--- src/rtl/ram_master.sv ---
// ram_master: initiator-side burst controller for a 256x8 single-port sync RAM
// with a one-cycle registered read.
// Ports:
//   clk, rst_n                    clock, async active-low reset
//   req_valid/req_ready           burst request handshake (accepted in IDLE)
//   req_wr, req_addr, req_len     burst direction, start address, beats-1
//   wd_valid/wd_ready, wd_data    write-data beats
//   rd_valid, rd_data, rd_last    read beats (data straight from mem_dout)
//   done                          one-cycle pulse at burst completion
//   mem_en, mem_wr, mem_addr,
//   mem_din, mem_dout             RAM pins
module ram_master #(
  parameter int unsigned ADDR_W = 8,
  parameter int unsigned DATA_W = 8
) (
  input  logic              clk,
  input  logic              rst_n,
  input  logic              req_valid,
  output logic              req_ready,
  input  logic              req_wr,
  input  logic [ADDR_W-1:0] req_addr,
  input  logic [ADDR_W-1:0] req_len,
  input  logic              wd_valid,
  output logic              wd_ready,
  input  logic [DATA_W-1:0] wd_data,
  output logic              rd_valid,
  output logic [DATA_W-1:0] rd_data,
  output logic              rd_last,
  output logic              done,
  output logic              mem_en,
  output logic              mem_wr,
  output logic [ADDR_W-1:0] mem_addr,
  output logic [DATA_W-1:0] mem_din,
  input  logic [DATA_W-1:0] mem_dout
);

  typedef enum logic [1:0] {
    S_IDLE  = 2'd0,
    S_WRITE = 2'd1,
    S_READ  = 2'd2,
    S_DRAIN = 2'd3
  } state_e;

  state_e            state_q, state_d;
  logic [ADDR_W-1:0] cur_addr_q, cur_addr_d;
  logic [ADDR_W-1:0] beats_left_q, beats_left_d;
  logic              rd_pend_q, rd_pend_d;
  logic              last_pend_q, last_pend_d;
  logic              done_q, done_d;
  logic              wr_fire;

  // A write beat is issued in the same cycle wd_valid is seen in WRITE.
  assign wr_fire = (state_q == S_WRITE) && wd_valid;

  // Next-state and register update logic.
  always_comb begin
    state_d      = state_q;
    cur_addr_d   = cur_addr_q;
    beats_left_d = beats_left_q;
    rd_pend_d    = 1'b0;
    last_pend_d  = 1'b0;
    done_d       = 1'b0;
    unique case (state_q)
      S_IDLE: begin
        if (req_valid) begin
          cur_addr_d   = req_addr;
          beats_left_d = req_len;
          state_d      = req_wr ? S_WRITE : S_READ;
        end
      end
      S_WRITE: begin
        if (wd_valid) begin
          cur_addr_d = cur_addr_q + ADDR_W'(1);
          if (beats_left_q == '0) begin
            state_d = S_IDLE;
            done_d  = 1'b1;
          end else begin
            beats_left_d = beats_left_q - ADDR_W'(1);
          end
        end
      end
      S_READ: begin
        // Every READ cycle issues a beat; its data returns next cycle.
        rd_pend_d    = 1'b1;
        cur_addr_d   = cur_addr_q + ADDR_W'(1);
        beats_left_d = beats_left_q - ADDR_W'(1);
        if (beats_left_q == '0) begin
          last_pend_d = 1'b1;
          done_d      = 1'b1;
          state_d     = S_DRAIN;
        end
      end
      S_DRAIN: begin
        state_d = S_IDLE;
      end
      default: begin
        state_d = S_IDLE;
      end
    endcase
  end

  // State and datapath registers.
  always_ff @(posedge clk or negedge rst_n) begin
    if (!rst_n) begin
      state_q      <= S_IDLE;
      cur_addr_q   <= '0;
      beats_left_q <= '0;
      rd_pend_q    <= 1'b0;
      last_pend_q  <= 1'b0;
      done_q       <= 1'b0;
    end else begin
      state_q      <= state_d;
      cur_addr_q   <= cur_addr_d;
      beats_left_q <= beats_left_d;
      rd_pend_q    <= rd_pend_d;
      last_pend_q  <= last_pend_d;
      done_q       <= done_d;
    end
  end

  // RAM strobes follow wd_valid in the same cycle so writes need no extra latency.
  assign req_ready = (state_q == S_IDLE);
  assign wd_ready  = (state_q == S_WRITE);
  assign mem_en    = wr_fire || (state_q == S_READ);
  assign mem_wr    = wr_fire;
  assign mem_addr  = cur_addr_q;
  assign mem_din   = wr_fire ? wd_data : '0;
  assign rd_valid  = rd_pend_q;
  assign rd_last   = last_pend_q;
  assign rd_data   = mem_dout;
  assign done      = done_q;

endmodule

--- config.mk ---
export PLATFORM = sky130hd
export DESIGN_NAME = ram_master
export DESIGN_NICKNAME = d
export VERILOG_FILES = /design/src/rtl/ram_master.sv
export SDC_FILE = /design/constraint.sdc
export NUM_CORES = 1
export LEC_CHECK = 0
export ABC_CLOCK_PERIOD_IN_PS = 4800
export CAP_MARGIN = 20
export CORE_ASPECT_RATIO = 1.2
export CORE_MARGIN = 1.5
export CORE_UTILIZATION = 46
export CTS_CLUSTER_DIAMETER = 150
export DETAILED_ROUTE_END_ITERATION = 12
export PLACE_DENSITY = 0.82
export SYNTH_ARGS = -nofsm -noshare
export SYNTH_HDL_FRONTEND = slang
export SYNTH_SLANG_ARGS = --single-unit
--- constraint.sdc ---
create_clock -name clk -period 4.8 [get_ports clk]
set_input_delay 1.44 -clock clk [delete_from_list [all_inputs] [get_ports clk]]
set_output_delay 1.44 -clock clk [all_outputs]
set_load 0.005 [all_outputs]
# After elaboration in Yosys (flattened, before gate mapping)
# Index checks and enable logic that the tools add are counted.
dict set report classes {
  shifts 0
  muxes 19
  n_lt_le_gt_ge 0
  bitwise_logic 0
  addsub 2
  n_mul 0
  n_eq_ne 8
  reduce_logical 8
  div 0
}
# cell n
set ops {}
lappend ops {{$mux W8} 6}
lappend ops {{$pmux W8 S3} 2}
lappend ops {{$mux W2} 5}
lappend ops {{$add A8 B1 Y8 const B} 1}
lappend ops {{$logic_not A8 Y1} 1}
lappend ops {{$ne A2 B2 Y1 const B} 4}
lappend ops {{$pmux W2 S4} 1}
lappend ops {{$reduce_and A4 Y1} 2}
lappend ops {{$sub A8 B1 Y8 const B} 1}
lappend ops {{$eq A2 B2 Y1 const B} 2}
lappend ops {{$mux W1} 4}
lappend ops {{$reduce_and A3 Y1} 1}
lappend ops {{$reduce_bool A3 Y1} 1}
lappend ops {{$eq A2 B1 Y1 const B} 1}
lappend ops {{$logic_not A2 Y1} 1}
lappend ops {{$ne A2 B1 Y1 const B} 1}
lappend ops {{$pmux W1 S2} 1}
lappend ops {{$logic_and A1 B1 Y1} 1}
lappend ops {{$logic_or A1 B1 Y1} 1}
dict set report word_totals {
  n_memories 0
  output_inout_bits 31
  register_bits 21
  ram_bits 0
  in_bits 37
  latch_bits 0
  mem_bits_ro 0
  elab_cells 43
}

# Logic depth before layout (Yosys ltp)
# Gate-level depths: netlist of the first run.
dict set report logic_depth {
  depth_word 4
  ltp_mapped 8
  ltp_nobuf 6
}

# Least setup slack after synthesis of the first run
# Ideal clock, no wire load.
dict set report synth_path {
  kind {input to output}
  start {input port wd_valid}
  end {output port mem_en}
  required_ns 3.360
  slack_ns 1.484
  stages 2
  arrival_time_ns 1.876
  path_buffers 0
  path_cell_list {and2_1 > or2_2}
}
dict set report synth_between {
  elab_chain_len 2
}
# item line_no
set synth_lines {}
lappend synth_lines {{start: declaration} 23} ;# input logic wd_valid,
lappend synth_lines {{$logic_and A1 B1 Y1} 53} ;# assign wr_fire = (state_q == S_WRITE) && wd_valid;
lappend synth_lines {{$logic_or A1 B1 Y1} 124} ;# assign mem_en = wr_fire || (state_q == S_READ);
lappend synth_lines {{end: declaration} 30} ;# output logic mem_en,
# Every way passes these cells.

# Worst setup path after layout of the first run
# Same ends and word-level chain as after synthesis.

==> flow_metrics.env, run 1 <==
export IMPL_tightestPinTransition_ns=0.957
export IMPL_root_buffer="clkbuf_8"
export IMPL_clkPwrFrac_pct=9.0
export IMPL_regToRegSetupSlack_ns=2.10
export IMPL_synth_cells=174
export IMPL_n_antenna_cell=0
export IMPL_reg2regPathDepth=6
export IMPL_hold_end="beats_left_q[0]$_DFFE_PN0P_"
export IMPL_slew_headroom_pct=36.0
export IMPL_slew_violations=0
export IMPL_final_nets=257
export IMPL_skew_ns=0.00152
export IMPL_clock_sinks=21
export IMPL_crit_path_end_kind="output pin"
export IMPL_initial_utilization_pct=47.4
export IMPL_internal_power_mw=0.744
export IMPL_overflow=0
export IMPL_hold_path_class="flop to flop"
export IMPL_drc=0
export IMPL_worstSkewPairLatency_ns=0.26
export IMPL_ys_seq_area_share_pct=33.5
export IMPL_gp_congestion=0.776
export IMPL_clock_path_buffers=2
export IMPL_dr_pass1_iters=4
export IMPL_core_um2=3310
export IMPL_cp_arrival_ns=2.97
export IMPL_reg2reg_to="beats_left_q[3]$_DFFE_PN0P_"
export IMPL_holdCritStartpoint="beats_left_q[0]$_DFFE_PN0P_"
export IMPL_cts_tree="yes"
export IMPL_startpoint="wd_valid"
export IMPL_cts_setup_buffers=0
export IMPL_drv_cap=0
export IMPL_irDropWorstVdd_v=0.000359
export IMPL_h_tree_depth=1
export IMPL_grt_max_degree=30
export IMPL_die_area_um2=3770
export IMPL_worstSetupStartpointType="input port"
export IMPL_routed_via_count=1425
export IMPL_io_buffers=51
export IMPL_status="finished clean"
export IMPL_yosysWarnings=0
export IMPL_hold_depth=2
export IMPL_worstPathRequired_ns=3.36
export IMPL_cts_resized=0
export IMPL_viasPerCell=5.75
export IMPL_fin_area_um2=2060
export IMPL_syn_avg_cell_area_um2=9.02
export IMPL_synth_cell_types=42
export IMPL_synth_nets=219
export IMPL_mappedNetlistArea_um2=1570
export IMPL_ys_seq_elements=21
export IMPL_p_sw_mw=0.570
export IMPL_wl_per_cell_um=14.3
export IMPL_rows=23
export IMPL_drive_gt1_share_pct=6.16
export IMPL_grt_first_pass_wirelength_mm=5.71
export IMPL_drt_iter0_markers=35
export IMPL_drt_antenna_violating_nets=0
export IMPL_postCtsHoldBufs=0
export IMPL_grt_pass1_vias=1285
export IMPL_netSwitchingFraction_pct=43.4
export IMPL_min_period_over_period_pct=91.9
export IMPL_rsz0062_at_grt="false"
export IMPL_fp_dieH_um=67
export IMPL_sequentialPowerShare_pct=27.7
export IMPL_post_dp_hpwl_mm=2.56
export IMPL_crit_fanout=10
export IMPL_placed_area_um2=2010
export IMPL_grt_usage_pct=19.3
export IMPL_grt_antenna_before_repair=0
export IMPL_total_leakage_power_nw=0.898
export IMPL_final_hold_viol_count=0
export IMPL_critical_path_class="input port to output pin"
export IMPL_clkTransAtPathRegs_ns=0.08
export IMPL_r2r_start="state_q[1]$_DFFE_PN0P_"
export IMPL_io_pins=68
export IMPL_fmax_mhz=227
export IMPL_syn2layout_area_growth_pct=30.9
export IMPL_setup_viol=0
export IMPL_fin_crit_ns=4.41
export IMPL_p_comb_share_pct=63.3
export IMPL_die_x_um=56.3
export IMPL_cts_made_buffers=3
export IMPL_wirelength_mm=3.54
export IMPL_powerDensity_nw_per_um2=639
export IMPL_finalSetupTns_ns=0
cell type report:
cell class	count	area (um^2)
Multi-Input combinational cell	123	883
Tap cell	37	46.3
Timing Repair Buffer	51	510
Fill cell	286	1250
Clock buffer	4	45.0
Sequential cell	21	526
Inverter	12	45.0
layer usage:
| metal | vias up | share of wire, % | global-route usage [%] |
|---|---|---|---|
| li1 | 705 | - | - |
| met1 | 688 | 44 | 23.5 |
| met2 | 27 | 51 | 34.3 |
| met3 | 5 | 2.7 | 2.91 |
| met4 | 0 | 1.4 | 7.14 |
| met5 | - | 0 | 0 |
registers in the layout, indices dropped and copies added (netlist names):
signal and cells:
state_q 2, rd_last 1, mem_addr 8, done 1, rd_valid 1, beats_left_q 8
power groups by stage:
stage | Combinational, mW | Clock [mW] | Sequential, mW
final | 0.832 | 0.118 | 0.364
after global routing | 0.929 | 0.127 | 0.381
after CTS | 0.841 | 0.118 | 0.364
after detailed placement | 0.838 | 0 | 0.366
after global placement | 0.817 | 0 | 0.363
after floorplan | 0.593 | 0 | 0.348
how the worst max path moves through the flow:
stage,to,slack [ns],depth (start not counted)
after floorplan,mem_en,1.48,2
after global placement,mem_en,0.44,4
after detailed placement,mem_en,0.39,4
after CTS,mem_en,0.38,4
after global routing,mem_en,0.33,4
final,mem_en,0.39,4
cells in the mapped netlist (all sizes together):
cell / n / share of area [%]
nor4b: 2 / 2.1
a31oi: 1 / 0.40
dfrtp: 21 / 33
mux2i: 9 / 5.7
o221a: 3 / 2.2
a21oi: 1 / 0.32
inv: 12 / 2.9
a221o: 2 / 1.3
nand2b: 6 / 2.4
nand3: 4 / 1.3
or4b: 1 / 0.64
nor2: 8 / 1.9
clkbuf: 5 / 1.2
nand2: 10 / 2.4
nand4: 4 / 1.6
a21o: 1 / 0.48
nor2b: 2 / 0.80
nor4: 10 / 4.0
a32oi: 1 / 0.56
and3: 11 / 4.4
and4: 1 / 0.56
nand3b: 1 / 0.48
nor3: 3 / 1.3
or2: 2 / 0.80
or4: 2 / 0.96
a2bb2oi: 1 / 0.56
o21ai: 12 / 3.8
o31ai: 4 / 2.2
and2: 3 / 1.2
buf: 13 / 6.2
or3: 4 / 1.9
a221oi: 4 / 2.6
o311a: 1 / 0.64
ha: 8 / 6.4
o21a: 1 / 0.48
critical path, stage by stage:
cell,delay (ns)
clkdlybuf4s50_1,0.55
and2_1,0.24
or2_2,0.28
clkdlybuf4s50_1,0.46
stage by stage:
step / hold WS (ns) / power (mW) / instances / setup WS [ns] / utilization [%]
finish: 0.556 / 1.31 / 248 / 0.390 / 62.1
global route: 0.595 / 1.44 / 248 / 0.327 / 62.1
CTS: 0.550 / 1.32 / 248 / 0.384 / 62.1
detailed placement: 0.526 / 1.20 / 244 / 0.390 / 60.8
global placement: 0.522 / 1.18 / 244 / 0.436 / 60.8
floorplan: 0.494 / 0.941 / 174 / 1.48 / -
cells in the final DEF (no fill, tap or decap), types with 2 or more instances in the layout:
| cell | instances |
|---|---|
| o221a_2 | 3 |
| or4_1 | 2 |
| nor3_1 | 2 |
| and2_1 | 3 |
| nand2_1 | 10 |
| or3_1 | 3 |
| nor2b_1 | 2 |
| clkdlybuf4s50_1 | 51 |
| o31ai_1 | 3 |
| ha_1 | 8 |
| nor2_1 | 8 |
| nand3_1 | 4 |
| a221o_1 | 2 |
| nand2b_1 | 6 |
| clkbuf_8 | 3 |
| nand4_1 | 4 |
| nor4_1 | 10 |
| or2_2 | 2 |
| and3_1 | 11 |
| o21ai_0 | 12 |
| mux2i_1 | 9 |
| inv_1 | 12 |
| dfrtp_1 | 21 |
| a221oi_1 | 3 |
cell families after synthesis:
group                      synth area share (%)
AOI/OAI and AO/OA                          15.5
buffers and inverters                      10.3
muxes                                      5.74
and+or+nand+nor                            28.6
DFF                                        33.5
adders and majority gates                  6.37
No activity file was read; power rests on OpenSTA's default activity.
==> inputs of run 2 (changes only) <==
--- a/config.mk
+++ b/config.mk
@@ -9,10 +9,11 @@
 export CAP_MARGIN = 20
 export CORE_ASPECT_RATIO = 1.2
 export CORE_MARGIN = 1.5
-export CORE_UTILIZATION = 46
+export CORE_UTILIZATION = 47
+export CTS_BUF_LIST = sky130_fd_sc_hd__clkbuf_4 sky130_fd_sc_hd__clkbuf_8
 export CTS_CLUSTER_DIAMETER = 150
 export DETAILED_ROUTE_END_ITERATION = 12
-export PLACE_DENSITY = 0.82
+export PLACE_DENSITY = 0.84
 export SYNTH_ARGS = -nofsm -noshare
 export SYNTH_HDL_FRONTEND = slang
 export SYNTH_SLANG_ARGS = --single-unit
==> run 2 against run 1 <==
  * Global-route usage increased by 2.2 points
  * Via count grew 3.6%
  * Sequential power is essentially flat
  * Sequential cell count unchanged
  * Critical path depth stayed put
  * Die area fell by 2.0%
  * First-iteration DRC count is 2.9% higher
  * Register-to-register slack improved by 0.13 ns
  * Hold slack gained 0.0045 ns
  * Critical path type unchanged
  * Critical endpoint unchanged
  * Highest routed layer unchanged
==> flow_metrics.env, run 2 (synthesis gave the netlist of run 1 again) <==
export IMPL_worstSkewPairLatency_ns=0.31
export IMPL_die_x_um=55.8
export IMPL_total_leakage_power_nw=0.911
export IMPL_drc=0
export IMPL_clock_path_buffers=2
export IMPL_status="finished clean"
export IMPL_regToRegSetupSlack_ns=2.23
export IMPL_cts_setup_buffers=0
export IMPL_fillers=257
export IMPL_placedCellCount=244
export IMPL_fp_dieH_um=66.3
export IMPL_overflow=0
export IMPL_drive_gt1_share_pct=7.51
export IMPL_final_hold_viol_count=0
export IMPL_setup_viol=0
export IMPL_viasPerCell=5.93
export IMPL_drv_cap=0
export IMPL_final_nets=259
export IMPL_drt_iter0_markers=36
export IMPL_grt_usage_pct=21.5
export IMPL_netSwitchingFraction_pct=44.2
export IMPL_dr_pass1_iters=4
export IMPL_drt_antenna_violating_nets=0
export IMPL_clock_sinks=21
export IMPL_timing_hold_ws_ns=0.561
export IMPL_layout_common_cells="51 x clkdlybuf4s50_1, 21 x dfrtp_1, 12 x inv_1, 12 x o21ai_0, 11 x and3_1"
export IMPL_cts_tree="yes"
export IMPL_rsz0062_at_grt="false"
export IMPL_worstSetupStartpointType="input port"
export IMPL_cp_arrival_ns=2.93
export IMPL_irDropWorstVdd_v=0.000436
export IMPL_gp_congestion=0.832
export IMPL_grt_pass1_vias=1466
export IMPL_p_comb_share_pct=64.5
export IMPL_syn2layout_area_growth_pct=32.1
export IMPL_io_buffers=51
export IMPL_reg2regPathDepth=7
export IMPL_p_total_mw=1.30
export IMPL_initial_utilization_pct=50.5
export IMPL_grt_antenna_before_repair=0
export IMPL_worstPathRequired_ns=3.36
export IMPL_ff_latch_area_um2=526
export IMPL_routed_via_count=1477
export IMPL_hold_path_class="flop to flop"
export IMPL_slew_headroom_pct=37.3
export IMPL_internal_power_mw=0.726
export IMPL_p_sw_mw=0.574
export IMPL_critical_path_class="input port to output pin"
export IMPL_rows=22
export IMPL_clkTransAtPathRegs_ns=0.13
export IMPL_finalSetupTns_ns=0
export IMPL_post_dp_hpwl_mm=2.75
export IMPL_fin_crit_ns=4.37
export IMPL_root_buffer="clkbuf_4"
export IMPL_cts_made_buffers=3
export IMPL_grt_first_pass_wirelength_mm=6.41
export IMPL_io_pins=68
export IMPL_grt_max_degree=30
export IMPL_crit_fanout=10
export IMPL_multi_input_area_um2=883
export IMPL_postCtsHoldBufs=0
export IMPL_hold_depth=2
export IMPL_die_area_um2=3700
export IMPL_core_um2=3110
export IMPL_fmax_mhz=229
export IMPL_sequentialPowerShare_pct=28.0
export IMPL_skew_ns=0.00124
export IMPL_wirelength_mm=3.81
export IMPL_powerDensity_nw_per_um2=627
export IMPL_wl_per_cell_um=15.3
export IMPL_clkPwrFrac_pct=7.5
export IMPL_tightestPinTransition_ns=0.940
export IMPL_crit_path_end_kind="output pin"
export IMPL_slew_violations=0
export IMPL_n_antenna_cell=0
export IMPL_cts_resized=0
export IMPL_h_tree_depth=1
export IMPL_fin_cells=249
export IMPL_layout_commonest_cell="clkdlybuf4s50_1"
export IMPL_min_period_over_period_pct=91.0
export IMPL_final_core_util_pct=66.7
## run 2: cell types whose count changed in the layout (fill, tap and decap cells not counted)
cell | before | now
buf_16 | 0 | 1
buf_4 | 0 | 1
clkbuf_1 | 1 | 0
clkbuf_4 | 0 | 4
clkbuf_8 | 3 | 0
## run 2: power by group through the flow
stage                     logic, mW  registers [mW]  clock network [mW]
after floorplan               0.593           0.348                   0
after global placement        0.803           0.360                   0
after detailed placement      0.839           0.365                   0
after CTS                     0.842           0.363              0.0966
after global routing          0.932           0.381               0.105
final                         0.840           0.364              0.0974
## run 2: path summary, 6_finish.rpt
kind | startpoint | endpoint
worst max-delay path | wd_valid | mem_en
worst min-delay path | beats_left_q[0]$_DFFE_PN0P_ | beats_left_q[0]$_DFFE_PN0P_
worst max register to register | state_q[1]$_DFFE_PN0P_ | mem_addr[7]$_DFFE_PN0P_
worst min register to register | beats_left_q[0]$_DFFE_PN0P_ | beats_left_q[0]$_DFFE_PN0P_
max in group asynchronous | rst_n | state_q[1]$_DFFE_PN0P_
min in group asynchronous | rst_n | beats_left_q[3]$_DFFE_PN0P_
## run 2: layer usage
metal / GRT usage [%] / routed length, um / vias to the layer above
li1: - / - / 710
met2: 39.3 / 2020 / 52
met4: 10.7 / 68 / 0
met3: 2.94 / 184 / 8
met5: 0 / 0 / -
met1: 24.4 / 1530 / 707
## run 2: worst max-delay path: stages
cell	delay [ns]
clkdlybuf4s50_1	0.53
and2_1	0.23
or2_2	0.28
clkdlybuf4s50_1	0.45
## run 2: metrics by stage
stage,cell area (um^2),worst slack [ns]
finish,2070,0.432
global route,2070,0.360
CTS,2050,0.421
detailed placement,2020,0.430
global placement,2020,0.471
floorplan,1570,1.48
## run 2: area by class of cell
class                   instances  share of cell area [%]
clock buffers                   4                    1.45
inverters                      12                    2.17
multi-input cells             123                    42.6
flip-flops and latches         21                    25.3
well taps                      36                    2.17
repair buffers                 53                    26.3
